**config.mk**
```make
export PLATFORM = sky130hd
export DESIGN_NAME = dyn_seg_scan_flat
export DESIGN_NICKNAME = d
export VERILOG_FILES = /design/src/rtl/dyn_seg_scan_if.sv /design/src/rtl/dyn_seg_scan.sv /design/src/flat_wrapper.sv
export SDC_FILE = /design/constraint.sdc
export NUM_CORES = 1
export LEC_CHECK = 0
export BUFFER_PORTS_ARGS = -buffer_cell sky130_fd_sc_hd__buf_2
export CAP_MARGIN = 10
export CORE_ASPECT_RATIO = 1.4
export CORE_MARGIN = 2
export CORE_UTILIZATION = 55
export CTS_BUF_LIST = sky130_fd_sc_hd__clkbuf_8
export CTS_CLUSTER_DIAMETER = 150
export DETAILED_ROUTE_END_ITERATION = 16
export GPL_TIMING_DRIVEN = 0
export PLACE_DENSITY = 0.8
export SETUP_SLACK_MARGIN = 0.1
export SYNTH_ARGS = -nofsm -noshare
export SYNTH_HDL_FRONTEND = slang
export SYNTH_SLANG_ARGS = --single-unit
```
**constraint.sdc**
```tcl
create_clock -name clk_i -period 6.46 [get_ports clk_i]
set_input_delay 1.292 -clock clk_i [delete_from_list [all_inputs] [get_ports clk_i]]
set_output_delay 1.292 -clock clk_i [all_outputs]
set_load 0.02 [all_outputs]
```
**src/rtl/dyn_seg_scan_if.sv**
```systemverilog
// dyn_seg_scan_if: data/strobe inputs and scan outputs of the 7-segment scan driver.
// The master modport drives the data side, and the slave modport is the scan driver itself.
interface dyn_seg_scan_if #(
    parameter int DIGITS = 4
);
    logic [4*DIGITS-1:0] data_i;
    logic [DIGITS-1:0]   dp_i;
    logic [DIGITS-1:0]   blank_i;
    logic                load_i;
    logic [DIGITS-1:0]   dig_o;
    logic [7:0]          seg_o;
    logic                frame_end_o;
    modport master (
        output data_i, dp_i, blank_i, load_i,
        input  dig_o, seg_o, frame_end_o
    );
    modport slave (
        input  data_i, dp_i, blank_i, load_i,
        output dig_o, seg_o, frame_end_o
    );
endinterface

```
**src/rtl/dyn_seg_scan.sv**
```systemverilog
// dyn_seg_scan: N-digit multiplexed 7-segment scan driver with tear-free loads, guard time and blank mask.
// Define LZ_BLANK_EN to add leading-zero suppression on the displayed data.
module dyn_seg_scan #(
    parameter int DIGITS      = 4,
    parameter int DIV         = 50000,
    parameter int GUARD       = 500,
    parameter bit DIG_ACT_LOW = 1'b1,
    parameter bit SEG_ACT_LOW = 1'b0
) (
    input logic          clk_i,
    input logic          rst_n_i,
    dyn_seg_scan_if.slave bus
);
    localparam int PW = (DIV > 1) ? $clog2(DIV) : 1;
    localparam int IW = $clog2(DIGITS);
    localparam logic [PW-1:0] PCNT_MAX = PW'(DIV - 1);
    localparam logic [IW-1:0] IDX_MAX  = IW'(DIGITS - 1);

    logic [PW-1:0]       pcnt_q, pcnt_d;
    logic [IW-1:0]       idx_q, idx_d;
    logic [4*DIGITS-1:0] pend_data_q, pend_data_d, shd_data_q, shd_data_d;
    logic [DIGITS-1:0]   pend_dp_q, pend_dp_d, shd_dp_q, shd_dp_d;
    logic [DIGITS-1:0]   pend_blank_q, pend_blank_d, shd_blank_q, shd_blank_d;
    logic                pend_valid_q, pend_valid_d;
    logic [DIGITS-1:0]   dig_q, dig_d;
    logic [7:0]          seg_q, seg_d;
    logic                slot_end, frame_end, guard;
    logic [DIGITS-1:0]   dark;
    logic [3:0]          nib;

    function automatic logic [6:0] hex7(input logic [3:0] h);
        case (h)
            4'h0: hex7 = 7'h7E;
            4'h1: hex7 = 7'h30;
            4'h2: hex7 = 7'h6D;
            4'h3: hex7 = 7'h79;
            4'h4: hex7 = 7'h33;
            4'h5: hex7 = 7'h5B;
            4'h6: hex7 = 7'h5F;
            4'h7: hex7 = 7'h70;
            4'h8: hex7 = 7'h7F;
            4'h9: hex7 = 7'h7B;
            4'hA: hex7 = 7'h77;
            4'hB: hex7 = 7'h1F;
            4'hC: hex7 = 7'h4E;
            4'hD: hex7 = 7'h3D;
            4'hE: hex7 = 7'h4F;
            default: hex7 = 7'h47;
        endcase
    endfunction

    assign slot_end  = pcnt_q == PCNT_MAX;
    assign frame_end = slot_end && idx_q == IDX_MAX;

    always_comb begin
        pcnt_d = slot_end ? '0 : pcnt_q + 1'b1;
        idx_d  = slot_end ? ((idx_q == IDX_MAX) ? '0 : idx_q + 1'b1) : idx_q;
    end

    // A LOAD on the frame boundary bypasses pending and discards any older pending data.
    always_comb begin
        pend_data_d  = pend_data_q;
        pend_dp_d    = pend_dp_q;
        pend_blank_d = pend_blank_q;
        pend_valid_d = pend_valid_q;
        shd_data_d   = shd_data_q;
        shd_dp_d     = shd_dp_q;
        shd_blank_d  = shd_blank_q;
        if (bus.load_i && frame_end) begin
            shd_data_d   = bus.data_i;
            shd_dp_d     = bus.dp_i;
            shd_blank_d  = bus.blank_i;
            pend_valid_d = 1'b0;
        end else if (bus.load_i) begin
            pend_data_d  = bus.data_i;
            pend_dp_d    = bus.dp_i;
            pend_blank_d = bus.blank_i;
            pend_valid_d = 1'b1;
        end else if (frame_end && pend_valid_q) begin
            shd_data_d   = pend_data_q;
            shd_dp_d     = pend_dp_q;
            shd_blank_d  = pend_blank_q;
            pend_valid_d = 1'b0;
        end
    end

`ifdef LZ_BLANK_EN
    logic run;
    always_comb begin
        dark = shd_blank_q;
        run  = 1'b1;
        for (int k = DIGITS - 1; k > 0; k--) begin
            if (run && shd_data_q[4*k +: 4] == 4'h0 && !shd_dp_q[k]) dark[k] = 1'b1;
            run = run && (shd_data_q[4*k +: 4] == 4'h0 || shd_blank_q[k]) && !shd_dp_q[k];
        end
    end
`else
    assign dark = shd_blank_q;
`endif

    // Polarity is applied only here so the scan logic stays active-high.
    always_comb begin
        guard = int'(pcnt_q) < GUARD;
        nib   = shd_data_q[{idx_q, 2'b00} +: 4];
        dig_d = (guard ? '0 : DIGITS'(1) << idx_q) ^ {DIGITS{DIG_ACT_LOW}};
        seg_d = ((guard || dark[idx_q]) ? 8'h00 : {hex7(nib), shd_dp_q[idx_q]}) ^ {8{SEG_ACT_LOW}};
    end

    always_ff @(posedge clk_i or negedge rst_n_i) begin
        if (!rst_n_i) begin
            pcnt_q       <= '0;
            idx_q        <= '0;
            pend_data_q  <= '0;
            pend_dp_q    <= '0;
            pend_blank_q <= '0;
            pend_valid_q <= 1'b0;
            shd_data_q   <= '0;
            shd_dp_q     <= '0;
            shd_blank_q  <= '0;
            dig_q        <= {DIGITS{DIG_ACT_LOW}};
            seg_q        <= {8{SEG_ACT_LOW}};
        end else begin
            pcnt_q       <= pcnt_d;
            idx_q        <= idx_d;
            pend_data_q  <= pend_data_d;
            pend_dp_q    <= pend_dp_d;
            pend_blank_q <= pend_blank_d;
            pend_valid_q <= pend_valid_d;
            shd_data_q   <= shd_data_d;
            shd_dp_q     <= shd_dp_d;
            shd_blank_q  <= shd_blank_d;
            dig_q        <= dig_d;
            seg_q        <= seg_d;
        end
    end

    assign bus.dig_o       = dig_q;
    assign bus.seg_o       = seg_q;
    assign bus.frame_end_o = frame_end;
endmodule

```
**src/flat_wrapper.sv**
```systemverilog
// flat-port wrapper written by rule: the top's interface ports become plain ports
module dyn_seg_scan_flat 
#(
    parameter int DIGITS      = 4,
    parameter int DIV         = 50000,
    parameter int GUARD       = 500,
    parameter bit DIG_ACT_LOW = 1'b1,
    parameter bit SEG_ACT_LOW = 1'b0
)
  (clk_i, rst_n_i, bus_data_i, bus_dp_i, bus_blank_i, bus_load_i, bus_dig_o, bus_seg_o, bus_frame_end_o);
  dyn_seg_scan_if #(.DIGITS(DIGITS)) bus_i ();
  input logic clk_i;
  input logic rst_n_i;
  input wire logic [$bits(bus_i.data_i)-1:0] bus_data_i;
  input wire logic [$bits(bus_i.dp_i)-1:0] bus_dp_i;
  input wire logic [$bits(bus_i.blank_i)-1:0] bus_blank_i;
  input wire logic [$bits(bus_i.load_i)-1:0] bus_load_i;
  output wire logic [$bits(bus_i.dig_o)-1:0] bus_dig_o;
  output wire logic [$bits(bus_i.seg_o)-1:0] bus_seg_o;
  output wire logic [$bits(bus_i.frame_end_o)-1:0] bus_frame_end_o;
  assign bus_i.data_i = bus_data_i;
  assign bus_i.dp_i = bus_dp_i;
  assign bus_i.blank_i = bus_blank_i;
  assign bus_i.load_i = bus_load_i;
  assign bus_dig_o = bus_i.dig_o;
  assign bus_seg_o = bus_i.seg_o;
  assign bus_frame_end_o = bus_i.frame_end_o;
  dyn_seg_scan #(.DIGITS(DIGITS), .DIV(DIV), .GUARD(GUARD), .DIG_ACT_LOW(DIG_ACT_LOW), .SEG_ACT_LOW(SEG_ACT_LOW)) u_core (.clk_i(clk_i), .rst_n_i(rst_n_i), .bus(bus_i));
endmodule
```
* Yosys cells after proc, flatten, opt, wreduce, memory -nomap -nowiden
Memory sizes are Yosys's and may differ from the RTL's. Cells that the tools add are included.
Storage, ports and cells: register bits after elaboration 79, bits in latches 0, bits in writable memories 0, ROM bits 112, input port bits 27, logic and storage cells 51, memories 1
Memory list:
- (name not given) | words 16, bits a word 7, read ports 1, clocked after Yosys merged registers in 0, write ports 0, RTL line dyn_seg_scan.sv:32 | case (h)
Operators by class: $add $sub $neg 2, multipliers 0, div/mod/pow operators 0, magnitude comparators 2, eq/ne operators 3, shift-type cells 2, muxes and demuxes 20, bitwise gates (word level) 2, reduce and logical (&&, ||, !) cells 8
Operators by type and width (number):
- $mux 16 | 4
- $mux 4 | 7
- $add 16x1->16 const B | 1
- $eq 16x16->1 const B | 1
- $lt 16x9->1 const B | 1
- $shiftx 16x5->4 | 1
- $mux 8 | 1
- $mux 1 | 5
- $bmux 1 s2 | 2
- $not 4->4 | 1
- $reduce_and 2->1 | 2
- $shl 1x2->4 const A | 1
- $logic_and 1x1->1 | 3
- $lt 2x3->1 const B | 1
- $reduce_bool 3->1 | 1
- $add 2x1->2 const B | 1
- $eq 2x2->1 const B | 1
- $mux 2 | 1
- $ne 2x1->1 const B | 1
- $reduce_bool 2->1 | 1
- $logic_or 1x1->1 | 1
- $not 1->1 | 1

* Logic depth before layout (Yosys ltp)
Gate-level depths: netlist (run 1).
word-level depth 6, depth in mapped cells 9, gate-level depth less buffers 8

* Worst setup path after synthesis (run 1)
No wires, ideal clock.
path kind reg2out, start point register u_core.pcnt_q[11], end point output bus_frame_end_o, arrival time 1.763 ns, data required time 5.168 ns, path slack 3.405 ns, stages on the path, launching flop included 5, path buffers 0, path through dfrtp_1 > or4_4 > or3_1 > nor2_1 > and2_1
Between the ends: cells in the longest elaborated chain, start to end 2
RTL lines:
- start, declared | RTL line dyn_seg_scan.sv:19 | logic [PW-1:0] pcnt_q, pcnt_d;
- start signal, assigned | RTL line dyn_seg_scan.sv:123 | pcnt_q <= pcnt_d;
- $eq 16x16->1 | RTL line dyn_seg_scan.sv:52 | assign slot_end = pcnt_q == PCNT_MAX;
- $logic_and 1x1->1 | RTL line dyn_seg_scan.sv:53 | assign frame_end = slot_end && idx_q == IDX_MAX;
- end, declared | RTL line flat_wrapper.sv:20 | output wire logic [$bits(bus_i.frame_end_o)-1:0] bus_frame_end_o;
No other way between the ends.

* Worst setup path after layout (run 1)
start point register u_core.pcnt_q[10], end point output bus_frame_end_o
The elaborated chain is that of the path after synthesis.

==> impl_metrics.json, run 1 <==
{
  "clock_insertion_delay_worst_skew_ns": 0.35,
  "tightestPinTransition_ns": 0.709,
  "chipWidth_um": 73.8,
  "number_of_sinks_handled_by_clock_tree_synthesis": 79,
  "buffer_ports.inserted": 39,
  "cp-startpoint": "u_core.pcnt_q[10]",
  "cts_tree": "done",
  "finalInstanceArea_um2": 4320,
  "max_capacitance_violation_count": 0,
  "antenna_found_initial": 0,
  "crit_path_end_kind": "output pin",
  "min-delay-path-class": "reg -> reg",
  "fin_skew_ns": 0.00837,
  "htreeDepth": 3,
  "critPathLaunchType": "flip-flop",
  "ys_top_cells_by_area": "dfrtp_1 50%, mux2_2 9.0%, nand2_1 6.3%",
  "design.die.area_um2": 7500,
  "grt_setup_unrepaired": "no",
  "cp_data_arrival_time_ns": 2.40,
  "report.power.total_uw": 992,
  "final_hold_viol_count": 0,
  "cp_cell_sequence": "or4_4 -> or3_1 -> nor2_1 -> and2_1 -> buf_2",
  "ys_seq_area_share_pct": 52.9,
  "critPathBufInv": 1,
  "floorplan.die.height_um": 102,
  "synth_edf_count": 0,
  "critical-path-max-stage-delay_ns": 0.55,
  "timing.fmax_ghz": 0.271,
  "route.detailed.vias_per_inst": 5.47,
  "cts_hold_buffers": 0,
  "post_synth_inst_count": 328,
  "async_flop_share_pct": 100,
  "min_path_cells": 2,
  "area_delta_synth_final_pct": 15.3,
  "via_count_of_the_first_global_routing_pass": 2539,
  "cp_max_fo": 5,
  "dr.pass1.iters": 4,
  "post-cts-setup-buffers": 0,
  "1st_iter_drt_viols": 171,
  "crit-reg2reg-capture": "u_core.dark[3]",
  "synth.most_common_cell": "dfrtp_1",
  "worst_hold_slack_ns": 0.473,
  "clk_transition_reported_paths_ns": 0.08,
  "ff2ff_setup_slack_ns": 3.93,
  "routed-via-count": 2594,
  "grt_pass1_wl_mm": 12.0,
  "r2r-start": "u_core.pcnt_q[10]",
  "timing.final.crit_share_pct": 57.1,
  "post-dp-hpwl_mm": 5.12,
  "critical_path.slowest_cell": "or4_4",
  "synth_cell_types": 42,
  "drive_gt1_share_pct": 29.3,
  "synth_area_leader_cell": "dfrtp_1",
  "final_report_max_slew_violation_count": 0,
  "drc_errors": 0,
  "yosysTopAreaCellShare_pct": 50.1,
  "synth-seq-cells": 79,
  "worstRegToRegCells": 7,
  "finalWirelength_mm": 7.38,
  "irDropWorstVdd_v": 0.000192,
  "status": "finished, final reports clean",
  "fp-row-count": 35,
  "avgSynthCellArea_um2": 11.4,
  "cts_resized": 0,
  "root_buffer_cell": "clkbuf_8",
  "boundaryPins": 40,
  "grt_max_degree": 50,
  "critical_path_class": "reg -> out",
  "synth.yosys.warnings": 0,
  "worst_path_dominant_cell_family": "simple AND/OR/NAND/NOR gates",
  "detail-route-antenna-nets": 0,
  "floorplan.initialDensity_pct": 56.7,
  "nets": 417,
  "timing.hold.worst_endpoint": "u_core.shd_data_q[5]",
  "gp_routability_congestion": 0.795,
  "worst-endpoint-required_ns": 5.17,
  "grt-ovfl-total": 0,
  "cts-buffers-inserted": 9,
  "core-area_um2": 6610,
  "antenna-diode-count": 0,
  "global_route_usage_over_all_layers_pct": 21.6,
  "timing.final.setup_violations": 0,
  "ys.flop_type": "dfrtp_1",
  "synth_common_cells": "75 x dfrtp_1, 63 x nand2_1, 30 x mux2_2",
  "place_area_um2": 4090,
  "syn_nets": 366,
  "syn_area_um2": 3750,
  "setup_total_negative_slack_ns": 0,
  "clockBufferDepth": 2,
  "p_leak_nw": 2.09,
  "min-delay-start": "u_core.shd_data_q[5]",
  "wire_per_inst_um": 15.6,
  "min_period_ns": 3.69,
  "maxSlewHeadroom_pct": 52.2,
  "power_density_nw_per_um2": 229
}
flip-flops by register name (all words and copies together), names as in the netlist:
register             count
u_core.bus.dig_o         4
u_core.shd_dp_q          4
u_core.pend_valid_q      1
u_core.shd_data_q       16
u_core.pend_blank_q      4
u_core.bus.seg_o         8
u_core.pend_data_q      16
u_core.pend_dp_q         4
u_core.dark              4
u_core.idx_q             2
u_core.pcnt_q           16
metrics by stage:
step	util (%)	worst slack [ns]	std cells
after floorplan	-	3.40	328
after global placement	61.4	3.21	459
after detailed placement	61.8	3.20	460
after CTS	65.4	2.77	474
after global routing	65.4	2.71	474
final	65.4	2.77	474
how the worst max path moves through the flow:
stage,end,slack [ns],depth (start not counted)
4_1_cts,bus_frame_end_o,2.77,5
6_report,bus_frame_end_o,2.77,5
2_1_floorplan,bus_frame_end_o,3.40,4
5_1_grt,bus_frame_end_o,2.71,5
3_5_place_dp,bus_frame_end_o,3.20,5
3_3_place_gp,bus_frame_end_o,3.21,5
cells in the final DEF, fill, tap and decap left out, types with 10 or more instances in the layout:
cell type | netlist | layout
dfrtp_1 | 75 | 75
mux2_2 | 30 | 30
xor2_1 | 11 | 11
clkbuf_8 | 0 | 10
nor2_1 | 21 | 21
a22oi_1 | 14 | 14
nand2_1 | 63 | 63
ha_1 | 11 | 11
a22oi_2 | 10 | 10
buf_2 | 2 | 40
metal layers:
| layer | vias to the layer above | share of wire [%] | track usage (%) | routed length (um) |
|---|---|---|---|---|
| li1 | 1242 | - | - | - |
| met1 | 1290 | 41 | 25.9 | 3050 |
| met2 | 49 | 53 | 37.3 | 3930 |
| met3 | 13 | 3.3 | 2.79 | 240 |
| met4 | 0 | 2.1 | 11.2 | 158 |
| met5 | - | 0 | 0 | 0 |
worst register-to-register path: stages (launching register included):
cell and delay [ns]:
dfrtp_1 0.44, or4_4 0.55, nor4_1 0.36, and2_1 0.17, clkbuf_1 0.28, clkbuf_1 0.45, nand2_1 0.13, nand2_1 0.07
cell type report:
type | count | area, um^2
Tap cell | 92 | 115
Sequential cell | 79 | 1980
Clock buffer | 10 | 138
Multi-Input combinational cell | 228 | 1660
Clock inverter | 4 | 95.1
Inverter | 7 | 26.3
Buffer | 14 | 77.6
Fill cell | 513 | 2290
Timing Repair Buffer | 40 | 225
power by group:
group,internal [mW],switching (mW)
clock network,0.262,0.168
registers,0.509,0.00855
logic,0.0217,0.0213
logic make-up after synthesis:
kind of cell | count (synthesis) | synth area share (%)
simple gates | 117 | 14.5
flops | 79 | 52.9
compound gates | 45 | 9.78
mux | 38 | 12.5
buf+inv | 21 | 2.77
xor+xnor | 17 | 3.97
fa+ha+maj | 11 | 3.67
Note: power is estimated with default switching activity, not from simulation.
==> inputs of run 2 (changes only) <==
--- a/config.mk
+++ b/config.mk
@@ -5,6 +5,7 @@
 export SDC_FILE = /design/constraint.sdc
 export NUM_CORES = 1
 export LEC_CHECK = 0
+export ABC_AREA = 1
 export BUFFER_PORTS_ARGS = -buffer_cell sky130_fd_sc_hd__buf_2
 export CAP_MARGIN = 10
 export CORE_ASPECT_RATIO = 1.4
==> constraint.sdc (replaced) <==
create_clock -name clk_i -period 3.8 [get_ports clk_i]
set_input_delay 0.76 -clock clk_i [delete_from_list [all_inputs] [get_ports clk_i]]
set_output_delay 0.76 -clock clk_i [all_outputs]
set_load 0.02 [all_outputs]
==> impl_metrics.json, run 2 <==
{
  "status": "finished, final reports clean",
  "setup_total_negative_slack_ns": 0,
  "timing.final.setup_violations": 0,
  "p_leak_nw": 2.73,
  "min-delay-path-class": "in -> async",
  "post_synth_inst_count": 571,
  "ys.flop_type": "dfrtp_1",
  "route.detailed.vias_per_inst": 5.11,
  "via_count_of_the_first_global_routing_pass": 3514,
  "critPathLaunchType": "flip-flop",
  "worst_hold_slack_ns": 0.300,
  "dr.pass1.iters": 4,
  "synth.yosys.warnings": 0,
  "critical_path_cell_count": 7,
  "tightestPinTransition_ns": 0.461,
  "yosysTopAreaCellShare_pct": 45.1,
  "nets": 659,
  "most-common-layout-cells": "216 x nand2_1, 89 x nor2_1, 75 x dfrtp_1, 57 x inv_1, 47 x buf_2",
  "synth.most_common_cell": "nand2_1",
  "drc_errors": 0,
  "layout.area.seq_um2": 1980,
  "critical_path_class": "reg -> out",
  "clock_insertion_delay_worst_skew_ns": 0.36,
  "clk_transition_reported_paths_ns": 0.07,
  "placed_cells_incl_taps": 707,
  "synth-seq-cells": 79,
  "floorplan.die.height_um": 107,
  "timing.fmax_ghz": 0.351,
  "fin_util_pct": 63.7,
  "cp_data_arrival_time_ns": 2.09,
  "cts-buffers-inserted": 9,
  "detail_route.wirelength.met1_mm": 3.86,
  "finalWirelength_mm": 9.18,
  "cts_hold_buffers": 0,
  "final_report_max_slew_violation_count": 0,
  "cts_resized": 0,
  "worstRegToRegCells": 9,
  "p_int_mw": 1.21,
  "fp-row-count": 37,
  "switchingPower_uw": 363,
  "area_taken_by_multi_input_logic_gates_um2": 1850,
  "area_delta_synth_final_pct": 12.7,
  "syn_nets": 609,
  "dr.max_layer_used": "met4",
  "chipWidth_um": 77.5,
  "min_period_ns": 2.85,
  "power_frac_clock_pct": 38.0,
  "avgSynthCellArea_um2": 7.29,
  "critical-path-max-stage-delay_ns": 0.38,
  "p_sw_share_pct": 23.1,
  "final_critical_path_setup_slack_ns": 0.948,
  "htreeDepth": 3,
  "fill_cells": 650,
  "cts_tree": "done",
  "antenna-diode-count": 0,
  "wl_met3_um": 360,
  "power_density_nw_per_um2": 336,
  "synth_cell_types": 31,
  "finalInstanceArea_um2": 4690,
  "place_area_um2": 4510,
  "wire_per_inst_um": 12.7,
  "global_route_usage_over_all_layers_pct": 23.9,
  "p_seq_share_pct": 55.5,
  "crit_path_end_kind": "output pin",
  "buffer_ports.inserted": 38,
  "ys_seq_area_share_pct": 47.6,
  "ys_top_cells_by_area": "dfrtp_1 45%, nand2_1 19%, nor2_1 8.0%",
  "worst-endpoint-required_ns": 3.04,
  "clockBufferDepth": 2,
  "synth_area_leader_cell": "dfrtp_1",
  "synth_edf_count": 0,
  "largest_registers": "u_core.pcnt_q (16), u_core.pend_data_q (16), u_core.shd_data_q (16)",
  "grt_setup_unrepaired": "no",
  "critical_path.slowest_cell": "dfrtp_1",
  "detailroute.wirelength.met2_mm": 4.67,
  "grt_max_degree": 56,
  "grt_pass1_wl_mm": 15.5,
  "routed-via-count": 3698,
  "report.power.total_mw": 1.58,
  "drive_gt1_share_pct": 13.3,
  "synth_common_cells": "216 x nand2_1, 89 x nor2_1, 75 x dfrtp_1",
  "async_flop_share_pct": 100,
  "fin_skew_ns": 0.0104,
  "1st_iter_drt_viols": 232,
  "worst_path_dominant_cell_family": "simple AND/OR/NAND/NOR gates",
  "floorplan.initialDensity_pct": 56.6,
  "max_capacitance_violation_count": 0,
  "post-cts-setup-buffers": 0,
  "layout.cells.most_common": "nand2_1",
  "maxSlewHeadroom_pct": 69.3,
  "timing.final.crit_share_pct": 75.0,
  "gp_routability_congestion": 0.940,
  "syn_area_um2": 4160,
  "irDropWorstVdd_v": 0.000231,
  "antenna_found_initial": 0,
  "root_buffer_cell": "clkbuf_8",
  "cp_max_fo": 10,
  "design.die.area_um2": 8290,
  "cp_cell_sequence": "ha_1 -> nand3_2 -> nor2_2 -> nand3_2 -> buf_2 -> inv_1 -> buf_2",
  "core-area_um2": 7360,
  "final-instance-count-excl-fill": 723,
  "boundaryPins": 40,
  "post-dp-hpwl_mm": 6.63,
  "detail-route-antenna-nets": 0,
  "placement.setup.worst_slack_ns": 1.35,
  "final_hold_viol_count": 0,
  "critPathBufInv": 3,
  "fraction_of_power_consumed_by_combinational_cells_pct": 6.5,
  "number_of_sinks_handled_by_clock_tree_synthesis": 79,
  "grt-ovfl-total": 0
}
-- run 2: power groups by stage --
| stage | Sequential (mW) | Clock [mW] | Combinational [mW] |
|---|---|---|---|
| detailed placement | 0.890 | 0 | 0.104 |
| floorplan | 0.888 | 0 | 0.0556 |
| CTS | 0.874 | 0.609 | 0.104 |
| finish | 0.874 | 0.598 | 0.103 |
| global placement | 0.889 | 0 | 0.0962 |
| global route | 0.876 | 0.647 | 0.120 |
-- run 2: per-layer routing --
layer  global-route usage (%)  up-vias
met5                        0        -
met4                     14.9        0
met3                     3.28       23
met2                     40.7      105
met1                     28.3     1719
li1                         -     1851
-- run 2: final timing paths --
check	startpoint	endpoint	slack, ns
max in group asynchronous	rst_n_i	u_core.shd_data_q[2]	2.94
hold / removal	rst_n_i	u_core.pcnt_q[10]	0.30
setup reg to reg	u_core.idx_q[0]	u_core.bus.seg_o[2]	1.83
hold reg to reg	u_core.pend_data_q[11]	u_core.pend_data_q[11]	0.47
min in group clk_i	u_core.pend_data_q[11]	u_core.pend_data_q[11]	0.47
setup / recovery	u_core.pcnt_q[0]	bus_frame_end_o	0.95
-- run 2: logic make-up after synthesis --
group / synth area share, %
AO/OA/AOI/OAI: 3.49
XOR/XNOR: 1.26
adder cells (fa/ha/maj): 3.31
flip-flops: 47.6
AND/OR/NAND/NOR: 36.3
buffers and inverters: 8.05
-- run 2: cell type report --
type	count	share of cell area, %
inverter	58	4.64
sequential	79	42.2
clock buffer	10	2.93
tap	97	2.59
clock inverter	6	1.04
timing repair buffer	39	4.69
buffer	19	2.51
multi-input combinational	415	39.4
-- run 2: worst reg2reg max path, cell delays in order (launching register included) --
cell	delay, ns
dfrtp_1	0.53
buf_2	0.29
nand2_1	0.08
nand3_1	0.10
nand2_1	0.16
inv_1	0.14
ha_1	0.18
nand3_1	0.13
a21oi_1	0.19
nor2_1	0.07
